==> config.mk <==
export PLATFORM = sky130hd
export DESIGN_NAME = adma_data_fifo
export DESIGN_NICKNAME = d
export VERILOG_FILES = /design/src/rtl/adma_data_fifo.sv
export SDC_FILE = /design/constraint.sdc
export NUM_CORES = 1
export LEC_CHECK = 0
export ABC_CLOCK_PERIOD_IN_PS = 5400
export CAP_MARGIN = 0
export CORE_UTILIZATION = 65
export CTS_BUF_LIST = sky130_fd_sc_hd__clkbuf_8
export DETAILED_ROUTE_END_ITERATION = 12
export PLACE_DENSITY = 0.83
export SYNTH_ARGS = -nofsm -noshare
export SYNTH_HDL_FRONTEND = slang
export SYNTH_SLANG_ARGS = --single-unit
==> constraint.sdc <==
create_clock -name CLK -period 5.4 [get_ports CLK]
set_input_delay 1.08 -clock CLK [delete_from_list [all_inputs] [get_ports CLK]]
set_output_delay 1.08 -clock CLK [all_outputs]
set_load 0.005 [all_outputs]
==> src/rtl/adma_data_fifo.sv <==
// Synchronous first-word fall-through data FIFO between the ADMA engine and the SD data path.
// Optional almost_full/almost_empty watermarks are built when ADMA_FIFO_WATERMARK_EN is defined.
module adma_data_fifo #(
   parameter int DATA_WIDTH = 32,
   parameter int ADDR_WIDTH = 4,
   parameter int AF_LEVEL   = 12,
   parameter int AE_LEVEL   = 4
) (
   input  logic                  CLK,
   input  logic                  RESET,
   input  logic                  flush,
   input  logic                  wr_en,
   input  logic [DATA_WIDTH-1:0] wr_data,
   input  logic                  rd_en,
   input  logic                  err_clear,
   output logic [DATA_WIDTH-1:0] rd_data,
   output logic                  full,
   output logic                  empty,
   output logic [ADDR_WIDTH:0]   level,
   output logic                  overflow,
   output logic                  underflow
`ifdef ADMA_FIFO_WATERMARK_EN
   ,
   output logic                  almost_full,
   output logic                  almost_empty
`endif
);

   localparam int DEPTH = 1 << ADDR_WIDTH;
   localparam int LVL_W = ADDR_WIDTH + 1;

   logic [DATA_WIDTH-1:0] mem_q [DEPTH];
   logic [ADDR_WIDTH-1:0] wr_ptr_q, wr_ptr_d;
   logic [ADDR_WIDTH-1:0] rd_ptr_q, rd_ptr_d;
   logic [LVL_W-1:0]      level_q, level_d;
   logic                  overflow_q, overflow_d;
   logic                  underflow_q, underflow_d;
   logic                  push_acc, pop_acc;

   assign full      = (level_q == LVL_W'(DEPTH));
   assign empty     = (level_q == '0);
   assign level     = level_q;
   assign overflow  = overflow_q;
   assign underflow = underflow_q;
   assign rd_data   = empty ? '0 : mem_q[rd_ptr_q];

   // Handshake: a pop is taken when rd_en is high and the FIFO holds a word; a push
   // is taken when wr_en is high and there is room, where a same-cycle pop frees room.
   // Refused requests are not retried; they only raise the sticky error flags.
   always_comb begin
      pop_acc     = rd_en & ~empty & ~flush;
      push_acc    = wr_en & (~full | pop_acc) & ~flush;
      wr_ptr_d    = wr_ptr_q;
      rd_ptr_d    = rd_ptr_q;
      level_d     = level_q;
      overflow_d  = overflow_q;
      underflow_d = underflow_q;
      if (flush) begin
         wr_ptr_d    = '0;
         rd_ptr_d    = '0;
         level_d     = '0;
         overflow_d  = 1'b0;
         underflow_d = 1'b0;
      end else begin
         if (push_acc) wr_ptr_d = wr_ptr_q + ADDR_WIDTH'(1);
         if (pop_acc)  rd_ptr_d = rd_ptr_q + ADDR_WIDTH'(1);
         level_d = level_q + LVL_W'(push_acc) - LVL_W'(pop_acc);
         // A new error event in the same cycle as err_clear keeps the flag set.
         overflow_d  = (overflow_q  & ~err_clear) | (wr_en & ~push_acc);
         underflow_d = (underflow_q & ~err_clear) | (rd_en & empty);
      end
   end

   always_ff @(posedge CLK) begin
      if (RESET) begin
         wr_ptr_q    <= '0;
         rd_ptr_q    <= '0;
         level_q     <= '0;
         overflow_q  <= 1'b0;
         underflow_q <= 1'b0;
      end else begin
         wr_ptr_q    <= wr_ptr_d;
         rd_ptr_q    <= rd_ptr_d;
         level_q     <= level_d;
         overflow_q  <= overflow_d;
         underflow_q <= underflow_d;
      end
   end

   always_ff @(posedge CLK) begin
      if (push_acc & ~RESET) mem_q[wr_ptr_q] <= wr_data;
   end

`ifdef ADMA_FIFO_WATERMARK_EN
   assign almost_full  = (level_q >= LVL_W'(AF_LEVEL));
   assign almost_empty = (level_q <= LVL_W'(AE_LEVEL));
`else
   logic wm_unused;
   assign wm_unused = (level_q >= LVL_W'(AF_LEVEL)) ^ (level_q <= LVL_W'(AE_LEVEL));
`endif

endmodule

==> impl_metrics.tcl <==
set metrics [dict create \
    hpwl_microns 21400 \
    drt_iter0_markers 1091 \
    ctsResizeCount 0 \
    yosys_register_bits 531 \
    syn_nets 950 \
    worst_slack_ns 0.632 \
    start_util 0.664 \
    critPathArrivalTime_ns 3.69 \
    synth_area_leaders "edfxtp_1 75%, mux4_2 13%, dfxtp_1 1.9%" \
    cts_buffer_depth 3 \
    cts_setup_buffers 0 \
    cpMaxStageDelayCell "nor3b_2" \
    crit_required_ns 4.32 \
    routed_wl_microns 39700 \
    final_max_slew_viol_count 0 \
    core_area_sq_um 30800 \
    r2r_start "level[2]" \
    worst_setup_path_start_kind "flip-flop" \
    cpMostUsedCell "buf_4" \
    firstDrtPassIters 8 \
    async_flop_share 0 \
    finalSetupViolCount 0 \
    numClockSinks 531 \
    rsz0062_at_grt "false" \
    cpPeakStageDelay_ns 0.68 \
    fmax_ghz 0.210 \
    syn_area_per_cell_sq_um 22.8 \
    p_per_area_nw_per_um2 345 \
    worst_pin_slew_ns 1.10 \
    num_vias 9695 \
    synth_top_cell_by_area "edfxtp_1" \
    antenna_left 0 \
    die_area_sq_um 32200 \
    final.setup.tns_ns 0 \
    whs_path_depth 2 \
    cts_tree "done" \
    dieWidth_microns 180 \
    drive_gt1_frac 0.232 \
    grt_pass1_wl_microns 60500 \
    reg2reg_slack_ns 1.70 \
    cp_max_fo 39 \
    diodes 0 \
    grt_overflow 0 \
    yosysUniqueCellTypes 40 \
    cts_hold_buf 0 \
    synthToLayoutAreaGrowth_pct 12.4 \
    relSlewSlack 0.265 \
    whs_endpoint "overflow" \
    netlist_instances 900 \
    final_cell_area_sq_um 23000 \
    path_delay_family "buffers and inverters" \
    antenna_found_initial 0 \
    wl_per_cell_microns 27.0 \
    drc 0 \
    fin_crit_ns 4.77 \
    root_buffer "clkbuf_8" \
    cts_buffers 79 \
    yosysSeqAreaShare 0.769 \
    crit_type "reg2out" \
    synth_top_area_frac 0.751 \
    netlist_area_sq_um 20500 \
    finalHoldViolations 0 \
    grt_max_degree 61 \
    track_usage 0.255 \
    rows 64 \
    hold_start "overflow" \
    io_pins 79 \
    place_area_sq_um 21600 \
    synthFlopType "edfxtp_1" \
    final_nets 1073 \
    cp_num_buf_inv 3 \
    path_cells "buf_4, nor3b_2, buf_4, a221o_1, clkdlybuf4s50_1" \
    h-tree-depth 3 \
    crit_path_end_kind "output port" \
    min_path_type "reg2reg" \
    port_buffers 78 \
    timing.hold.ws_ns 0.505 \
    status "finished, final reports clean" \
    synth_edf_count 512 \
    yosys_warnings 0 \
    peakVddDrop_v 0.000191 \
    vias_per_cell 6.61 \
    r2r-end "level[4]" \
    r2r_cells 13 \
    gp_congestion 0.712 \
    grt_pass1_vias 10400 \
    drv_cap 0 \
    die_y_microns 180 \
    dp_slack_ns 1.26 \
    fin_skew_ns 0.0270 \
    worstSkewPairLatency_ns 0.59 \
    fin_crit_sh 0.883 \
    leakage_nw 7.12 \
    clk_pin_slew_ns 0.06 \
]
-- area by class of cell --
type,count,area (sq um)
Clock inverter,47,279
Multi-Input combinational cell,311,4400
Sequential cell,531,15800
Tap cell,396,495
Timing Repair Buffer,92,936
Fill cell,1559,7790
Clock buffer,82,1130
Inverter,8,30.0
-- worst min-delay path: stages, from the launching register on --
cell	delay (ns)
dfxtp_1	0.34
a32oi_1	0.06
nor2_1	0.07
-- worst max-delay path by stage --
stage	end	cells after the start	slack (ns)	start
5_1_grt	rd_data[28]	5	0.50	flip-flop
3_3_place_gp	rd_data[28]	5	1.32	flip-flop
2_1_floorplan	mem_q[3][0]	4	1.74	flush
6_report	rd_data[31]	5	0.63	flip-flop
4_1_cts	rd_data[28]	5	0.61	flip-flop
3_5_place_dp	rd_data[28]	5	1.26	flip-flop
-- stage by stage --
stage	util	cells	total power, mW
final	0.747	1467	7.96
after global routing	0.747	1467	8.20
after CTS	0.747	1467	8.00
after detailed placement	0.702	1338	5.07
after global placement	0.702	1338	5.06
after floorplan	-	900	4.83
-- per-layer routing --
| metal | track usage | routed length [microns] |
|---|---|---|
| met1 | 0.351 | 15700 |
| met2 | 0.405 | 19500 |
| met3 | 0.0559 | 3290 |
| met4 | 0.107 | 1270 |
| met5 | 0 | 0 |
-- registers in the layout, indices dropped and copies added (netlist names), named ones only --
signal / count
level: 5
mem_q: 512
overflow: 1
rd_ptr_q: 4
underflow: 1
wr_ptr_q: 4
-- cell usage after synthesis, drive strengths merged, types with 4 or more instances --
master and n:
a21oi 5, a221o 32, and3 14, buf 38
clkbuf 12, dfxtp 19, edfxtp 512, ha 11
inv 8, mux2i 32, mux4 128, nand2 4
nor2 16, nor3 34, xnor2 7
-- cell usage in the layout (no fill, tap or decap), types with 2 or more instances in the layout --
cell | Yosys | final
edfxtp_1 | 512 | 512
mux4_2 | 116 | 116
clkbuf_8 | 0 | 82
clkdlybuf4s50_1 | 0 | 78
nor3_1 | 34 | 34
inv_1 | 8 | 33
mux2i_1 | 32 | 32
a221o_1 | 32 | 32
dfxtp_1 | 19 | 16
nor2_1 | 16 | 15
and3_2 | 0 | 13
mux4_1 | 12 | 12
ha_1 | 11 | 11
buf_4 | 6 | 10
clkinv_1 | 0 | 9
xnor2_1 | 7 | 7
clkinv_2 | 0 | 6
a21oi_1 | 5 | 5
nand2_1 | 4 | 4
buf_12 | 4 | 4
nor2b_4 | 0 | 3
clkinvlp_4 | 0 | 3
bufinv_16 | 0 | 3
nand2b_1 | 2 | 2
nor3b_1 | 3 | 2
a21o_1 | 2 | 2
and2_1 | 2 | 2
xor2_1 | 2 | 2
nand3_1 | 2 | 2
o21ai_0 | 2 | 2
dfxtp_4 | 0 | 2
-- cell families after synthesis --
group	synth area share
xor gates and xnor gates	0.00385
DFF	0.769
muxes	0.159
and+or+nand+nor	0.0222
adders and majority gates	0.00770
AOI/OAI and AO/OA	0.0196
buffers and inverters	0.0189
-- where the power goes --
part,switching [mW],leakage [nW],internal (mW)
logic,0.227,1.55,0.216
clock network,1.43,0.808,1.54
registers,0.0157,4.76,4.53
total,1.67,7.12,6.29
No activity file was read; power rests on OpenSTA's default activity.
